### config.mk
export PLATFORM = sky130hd
export DESIGN_NAME = key_array_debounce
export DESIGN_NICKNAME = d
export VERILOG_FILES = /design/src/rtl/key_array_debounce.sv
export SDC_FILE = /design/constraint.sdc
export NUM_CORES = 1
export LEC_CHECK = 0
export ABC_AREA = 1
export CAP_MARGIN = 20
export CORE_MARGIN = 3
export CORE_UTILIZATION = 40
export CTS_CLUSTER_SIZE = 10
export DETAILED_ROUTE_END_ITERATION = 10
export MAX_ROUTING_LAYER = met4
export SETUP_SLACK_MARGIN = 0.1
export SYNTH_ARGS = -nofsm -noshare
export SYNTH_HDL_FRONTEND = slang
export SYNTH_SLANG_ARGS = --single-unit
export TNS_END_PERCENT = 10
### constraint.sdc
create_clock -name clk -period 1.4 [get_ports clk]
set_input_delay 0.21 -clock clk [delete_from_list [all_inputs] [get_ports clk]]
set_output_delay 0.21 -clock clk [all_outputs]
set_load 0.02 [all_outputs]
### src/rtl/key_array_debounce.sv
// Per-key synchronise + debounce with press/release pulses and a lowest-index key encoder.
// Optional macro KEY_AUTO_REPEAT_EN adds a per-key auto-repeat timer on key_press.
module key_debounce_lane #(
  parameter int DEBOUNCE_CYCLES     = 1000000,
  parameter int KEY_ACTIVE_LOW      = 1,
  parameter int REPEAT_DELAY_CYCLES = 25000000,
  parameter int REPEAT_RATE_CYCLES  = 5000000
) (
  input  logic clk,
  input  logic rst,
  input  logic key_in,
  output logic level,
  output logic press,
  output logic rel
);
  localparam int   CNT_W    = $clog2(DEBOUNCE_CYCLES + 1);
  localparam logic RELEASED = (KEY_ACTIVE_LOW != 0);

  logic [1:0]       sync_q, sync_d;
  logic [CNT_W-1:0] cnt_q, cnt_d;
  logic             level_q, level_d;
  logic             press_q, press_d;
  logic             rel_q, rel_d;
  logic             pressed;
  logic             rep_fire;

  assign pressed = sync_q[1] ^ RELEASED;

`ifdef KEY_AUTO_REPEAT_EN
  localparam int REP_MAX = (REPEAT_DELAY_CYCLES > REPEAT_RATE_CYCLES) ?
                           REPEAT_DELAY_CYCLES : REPEAT_RATE_CYCLES;
  localparam int REP_W   = $clog2(REP_MAX + 1);

  logic [REP_W-1:0] rep_cnt_q, rep_cnt_d;
  logic             rep_rate_q, rep_rate_d;

  // Timer only runs while the key stays held; a new press or any release restarts it.
  always_comb begin
    rep_cnt_d  = rep_cnt_q;
    rep_rate_d = rep_rate_q;
    rep_fire   = 1'b0;
    if (!(level_q && level_d)) begin
      rep_cnt_d  = '0;
      rep_rate_d = 1'b0;
    end else if (rep_cnt_q == (rep_rate_q ? REP_W'(REPEAT_RATE_CYCLES - 1)
                                          : REP_W'(REPEAT_DELAY_CYCLES - 1))) begin
      rep_fire   = 1'b1;
      rep_cnt_d  = '0;
      rep_rate_d = 1'b1;
    end else begin
      rep_cnt_d  = rep_cnt_q + 1'b1;
    end
  end

  always_ff @(posedge clk) begin
    if (rst) begin
      rep_cnt_q  <= '0;
      rep_rate_q <= 1'b0;
    end else begin
      rep_cnt_q  <= rep_cnt_d;
      rep_rate_q <= rep_rate_d;
    end
  end
`else
  assign rep_fire = 1'b0;
`endif

  always_comb begin
    sync_d  = {sync_q[0], key_in};
    cnt_d   = cnt_q;
    level_d = level_q;
    if (pressed == level_q) begin
      cnt_d = '0;
    end else if (cnt_q == CNT_W'(DEBOUNCE_CYCLES - 1)) begin
      level_d = pressed;
      cnt_d   = '0;
    end else begin
      cnt_d = cnt_q + 1'b1;
    end
    press_d = (level_d & ~level_q) | rep_fire;
    rel_d   = ~level_d & level_q;
  end

  always_ff @(posedge clk) begin
    if (rst) begin
      sync_q  <= {2{RELEASED}};
      cnt_q   <= '0;
      level_q <= 1'b0;
      press_q <= 1'b0;
      rel_q   <= 1'b0;
    end else begin
      sync_q  <= sync_d;
      cnt_q   <= cnt_d;
      level_q <= level_d;
      press_q <= press_d;
      rel_q   <= rel_d;
    end
  end

  assign level = level_q;
  assign press = press_q;
  assign rel   = rel_q;
endmodule

module key_array_debounce #(
  parameter int NUM_KEYS            = 4,
  parameter int DEBOUNCE_CYCLES     = 1000000,
  parameter int KEY_ACTIVE_LOW      = 1,
  parameter int REPEAT_DELAY_CYCLES = 25000000,
  parameter int REPEAT_RATE_CYCLES  = 5000000,
  localparam int CODE_W = (NUM_KEYS > 1) ? $clog2(NUM_KEYS) : 1
) (
  input  logic                clk,
  input  logic                rst,
  input  logic [NUM_KEYS-1:0] key_in,
  output logic [NUM_KEYS-1:0] key_level,
  output logic [NUM_KEYS-1:0] key_press,
  output logic [NUM_KEYS-1:0] key_release,
  output logic [CODE_W-1:0]   key_code,
  output logic                key_valid
);
  if (NUM_KEYS < 1 || NUM_KEYS > 16 || DEBOUNCE_CYCLES < 2 ||
      REPEAT_DELAY_CYCLES < 1 || REPEAT_RATE_CYCLES < 1) begin : g_bad_param
    $error("key_array_debounce: parameter out of range");
  end

  for (genvar i = 0; i < NUM_KEYS; i++) begin : g_lane
    key_debounce_lane #(
      .DEBOUNCE_CYCLES    (DEBOUNCE_CYCLES),
      .KEY_ACTIVE_LOW     (KEY_ACTIVE_LOW),
      .REPEAT_DELAY_CYCLES(REPEAT_DELAY_CYCLES),
      .REPEAT_RATE_CYCLES (REPEAT_RATE_CYCLES)
    ) u_lane (
      .clk   (clk),
      .rst   (rst),
      .key_in(key_in[i]),
      .level (key_level[i]),
      .press (key_press[i]),
      .rel   (key_release[i])
    );
  end

  logic [CODE_W-1:0] code_q, code_d;
  logic              valid_q, valid_d;

  // Scan downward so the lowest pressed index wins.
  always_comb begin
    code_d  = '0;
    valid_d = |key_level;
    for (int i = NUM_KEYS - 1; i >= 0; i--) begin
      if (key_level[i]) code_d = CODE_W'(i);
    end
  end

  always_ff @(posedge clk) begin
    if (rst) begin
      code_q  <= '0;
      valid_q <= 1'b0;
    end else begin
      code_q  <= code_d;
      valid_q <= valid_d;
    end
  end

  assign key_code  = code_q;
  assign key_valid = valid_q;
endmodule

# Word level (Yosys, flattened, before mapping)
# Cells that the tools add are included.
totals:
  regBits: 103
  latch_bits: 0
  mem_bits_rw: 0
  romBits: 0
  in_bits: 6
  output_inout_bits: 15
  word_cells: 73
  n_memories: 0
op_classes:
  add_sub_neg: 4
  n_mul: 0
  n_div: 0
  order_cmp: 0
  n_eq_ne: 8
  shifts: 0
  muxes: 11
  bitwise_logic: 20
  n_reduce_logical: 7
op_table:
  columns: ["op", "n"]
  rows:
  - ["$add A20 B1 Y20 const B", 4]
  - ["$eq A20 B20 Y1 const B", 4]
  - ["$reduce_or A3 Y1", 5]
  - ["$not A1 Y1", 12]
  - ["$mux W1", 9]
  - ["$and A1 B1 Y1", 8]
  - ["$eq A1 B1 Y1", 4]
  - ["$mux W2", 2]
  - ["$reduce_or A4 Y1", 1]
  - ["$reduce_or A2 Y1", 1]

# Longest topological paths before layout
logic_depth:
  word_depth: 5
  depth_mapped: 9
  ltp_nobuf: 9

# Cells and area by module
# Synthesis repeated with hierarchy kept, for this count alone.
hier_totals:
  hier_cells: 687
  area_unflattened_um2: 5066.1
by_module_without_submodules:
  columns: ["mod", "n_inst", "cells_each", "area_each_um2", "seq_area_each_um2"]
  rows:
  - ["key_debounce_lane", 4, 168, 1234.9, 500.5]
  - ["key_array_debounce", 1, 15, 126.4, 60.1]

# Worst setup path after synthesis
# OpenSTA, ideal clock, no wires.
synth_timing:
  path_kind: "flip-flop to flip-flop"
  start: "reg g_lane[0].u_lane.cnt_q[0]"
  end: "reg g_lane[0].u_lane.cnt_q[10]"
  setup_ns: 0.116
  arrival_time_ns: 1.361
  required_time_ns: 1.284
  setup_slack_ns: -0.076
  path_stages_with_launch: 8
  path_buffers: 1
  synth_period_minus_slack_ns: 1.476
  cell_sequence: "dfxtp_1 > ha_1 > nand3_4 > nor2_4 > nand3_2 > o21bai_4 > buf_12 > nor2_1"
synth_via:
  elab_chain_len: 2
  word_cells_on_any_way: 3
  classes_between: "add/sub (1); eq/ne (1); reduce/logical (1)"
synth_lines:
  columns: ["item", "line_no", "text"]
  rows:
  - ["start, declared", "20", "logic [CNT_W-1:0] cnt_q, cnt_d;"]
  - ["start signal, assigned", "93", "cnt_q <= cnt_d;"]
  - ["parallel branches: the longest is 2 deep, another holds $add A20 B1 Y20", null, null]
# Several ways; the timed one is not identified.
# A chain may end at the register's enable or synchronous reset.

# Worst setup path in the final report
layout_timing:
  start: "reg g_lane[3].u_lane.cnt_q[1]"
  end: "reg g_lane[3].u_lane.cnt_q[7]"
layout_via:
  elab_chain_len: 2
  word_cells_on_any_way: 3
  classes_between: "add/sub (1); eq/ne (1); reduce/logical (1)"
layout_lines:
  columns: ["item", "line_no"]
  rows:
  - ["start, declared", "20"]
  - ["start signal, assigned", "93"]
  - ["parallel branches: the longest is 2 deep, another holds $add A20 B1 Y20", null]
# Several ways; the timed one is not identified.

==> impl_metrics.tcl <==
set metrics [dict create \
    setup_viol 0 \
    first_iter_violations 350 \
    rows 40 \
    numPortBuffers 20 \
    critPathMaxStageDelay_ns 0.36 \
    timing.rr.end "g_lane[3].u_lane.cnt_q[7]" \
    status "finished, final reports clean" \
    worstPathRequired_ns 1.64 \
    clock_latency_ns 0.35 \
    peakVddDrop_v 0.0006286 \
    hp-class "flop to flop" \
    syn_nets 761 \
    drc_errors 0 \
    period_minus_slack_ns 1.358 \
    htreeDepth 3 \
    die_h_um 119.2 \
    grt_pass1_vias 4654 \
    power_density_mw_per_mm2 792.8 \
    finalInstanceArea_mm2 0.007020 \
    preCtsSetupSlack_ns -0.2404 \
    wl_per_cell_um 11.95 \
    nFillCells 1155 \
    cts.root.buffer_cell "clkbuf_16" \
    antenna_left 0 \
    worstPathMaxFanout 5 \
    numCtsBuffers 9 \
    clk_pin_slew_ns 0.07 \
    start_util_pct 41.77 \
    min_period_over_period_pct 97.03 \
    worstMarginPinSlew_ns 0.3127 \
    grt_first_pass_wirelength_um 20340 \
    cts_tree "built" \
    final_hold_viol_count 0 \
    yosys_warnings 0 \
    slowest_stage "dfxtp_4" \
    rsz0062_at_grt "yes" \
    slew_headroom_pct 78.99 \
    antenna_cells 0 \
    wirelength_um 12500 \
    first_pass_iters 5 \
    maxSlewViolCount 0 \
    synth.distinct_cells 28 \
    cpLargestDelayFamily "flip-flops" \
    fin_tns_setup_ns 0 \
    dpl-instance-area_mm2 0.006087 \
    place_inst 1008 \
    crit_type "flop to flop" \
    netlist_area_mm2 0.005121 \
    crit_arrival_ns 1.60 \
    final_nets 883 \
    layout_setup_ws_ns 0.04151 \
    vias_per_cell 4.718 \
    holdPathStages 1 \
    grt_overflow_total 0 \
    avgSynthCellArea_um2 6.819 \
    synthCells 751 \
    r2r_cells 7 \
    maxCapViolations 0 \
    cpMostUsedCell "nand3_4" \
    antenna_found_initial 0 \
    max_freq_mhz 736.1 \
    finalNonFillerCells 1046 \
    r2r_start "g_lane[3].u_lane.cnt_q[1]" \
    multi_input_area_mm2 0.002953 \
    core_area_mm2 0.01226 \
    ys_ff_latch 103 \
    grt_max_degree 21 \
    vias 4935 \
    yosysSeqAreaShare_pct 40.26 \
    min_to "g_lane[2].u_lane.sync_q[1]" \
    crit_chain "ha_4 -> nand3_4 -> inv_4 -> nand3_4 -> o21bai_4 -> clkbuf_16 -> a21oi_1" \
    p_leak_nw 2.594 \
    place_hpwl_um 8508 \
    ff_latch_area_mm2 0.002103 \
    die_area_mm2 0.01420 \
    fin_worst_skew_ns 0.006066 \
    cts_sinks 103 \
    hp-start "g_lane[2].u_lane.sync_q[0]" \
    reg2reg_slack_ns 0.04 \
    area_growth_pct 37.09 \
    gp_congestion 0.9577 \
    ctsLongestPathBuffers 2 \
    die_w_um 119.2 \
    start_kind "flop" \
    crit_buf_inv 2 \
    end_kind "flop" \
    drive_gt1_share_pct 29.73 \
    grtUsageTotal_pct 17.87 \
    io_pins 21 \
]
==> routing by layer <==
| metal | part of all wire, % | up-vias | global-route usage, % |
|---|---|---|---|
| met3 | 3.8 | 21 | 4.701 |
| met1 | 46 | 2284 | 21.33 |
| met4 | 2.1 | 0 | 6.083 |
| met5 | 0 | - | - |
| li1 | - | 2551 | - |
| met2 | 48 | 79 | 29.28 |
==> power breakdown <==
group	switching [mW]	total, mW	internal [mW]
clock network	1.10	2.48	1.38
logic	0.0629	0.135	0.0717
registers	0.00776	2.95	2.94
total	1.17	5.57	4.39
==> logic make-up (layout without fill, tap and decap cells) <==
| kind of cell | count (synthesis) | in the layout | synth area share [%] |
|---|---|---|---|
| compound gates | 39 | 39 | 4.740 |
| xor+xnor | 38 | 38 | 6.499 |
| fa+ha+maj | 4 | 4 | 0.9773 |
| buf+inv | 106 | 233 | 9.309 |
| flops | 103 | 103 | 40.26 |
| simple gates | 461 | 461 | 38.21 |
==> worst max path at each step <==
| stage | slack [ns] | cells after the start | endpoint | startpoint |
|---|---|---|---|---|
| after floorplan | 0.05 | 7 | g_lane[0].u_lane.cnt_q[10] | g_lane[0].u_lane.cnt_q[0] |
| after global placement | -0.18 | 6 | g_lane[0].u_lane.cnt_q[17] | rst |
| after detailed placement | -0.24 | 6 | g_lane[0].u_lane.cnt_q[19] | rst |
| after CTS | -0.03 | 6 | g_lane[3].u_lane.cnt_q[11] | g_lane[3].u_lane.cnt_q[1] |
| after global routing | -0.006 | 7 | g_lane[1].u_lane.cnt_q[2] | g_lane[1].u_lane.cnt_q[17] |
| final | 0.04 | 7 | g_lane[3].u_lane.cnt_q[7] | g_lane[3].u_lane.cnt_q[1] |
==> stage by stage <==
stage | power (mW) | hold WS [ns] | util (%)
6_report | 5.566 | 0.4152 | 57.26
5_1_grt | 5.753 | 0.4119 | 57.26
4_1_cts | 5.627 | 0.4093 | 54.49
3_5_place_dp | 3.111 | 0.3945 | 49.64
3_3_place_gp | 3.108 | 0.3918 | 49.64
2_1_floorplan | 3.069 | 0.3138 | -
==> flip-flops by register name (all words and copies together) (netlist names) <==
| register | count |
|---|---|
| g_lane.u_lane.level | 4 |
| g_lane.u_lane.sync_q | 8 |
| key_code | 2 |
| g_lane.u_lane.press | 4 |
| g_lane.u_lane.rel | 4 |
| key_valid | 1 |
| g_lane.u_lane.cnt_q | 80 |
==> layout by cell type (no fill, tap or decap), drive strengths merged <==
| cell | Yosys | routed |
|---|---|---|
| nand3 | 52 | 52 |
| xnor2 | 11 | 11 |
| a31oi | 1 | 1 |
| inv | 87 | 87 |
| clkinv | 0 | 4 |
| nor3 | 9 | 9 |
| and3 | 1 | 1 |
| dfxtp | 103 | 103 |
| nand4 | 16 | 16 |
| or2 | 14 | 14 |
| nand3b | 2 | 2 |
| buf | 17 | 110 |
| clkdlybuf4s15 | 0 | 1 |
| dlygate4sd2 | 0 | 13 |
| o21ai | 11 | 11 |
| o21bai | 5 | 5 |
| nor2 | 185 | 185 |
| a21oi | 22 | 22 |
| xor2 | 27 | 27 |
| bufinv | 0 | 1 |
| clkdlybuf4s50 | 0 | 5 |
| clkbuf | 2 | 11 |
| clkinvlp | 0 | 1 |
| ha | 4 | 4 |
| nand2 | 182 | 182 |
==> cells in the mapped netlist, drive strengths merged <==
cell,count,area share [%]
nor2,185,14
nand2,182,13
dfxtp,103,40
inv,87,6.4
nand3,52,5.5
xor2,27,4.6
a21oi,22,2.2
buf,17,2.8
nand4,16,2.0
or2,14,1.7
o21ai,11,1.1
xnor2,11,1.9
nor3,9,0.88
o21bai,5,1.4
ha,4,0.98
clkbuf,2,0.15
nand3b,2,0.29
a31oi,1,0.12
and3,1,0.12
==> repair_timing <==
| item | in CTS | in global routing |
|---|---|---|
| endpoints found under the hold margin | 0 | 0 |
| resized for setup | 79 | 74 |
| pin swaps | 27 | 14 |
| buffers inserted | 7 | 11 |
| hold buffers | 0 | 0 |
| setup endpoints to repair | 101 | 93 |
| gates cloned | 2 | 2 |
==> layout make-up <==
class	instances	share of cell area (%)
timing repair buffer	130	16.13
sequential	103	29.96
clock inverter	6	0.8733
multi-input combinational	542	42.06
inverter	87	4.723
tap	168	2.994
clock buffer	10	3.261
No activity file was read; power rests on OpenSTA's default activity.
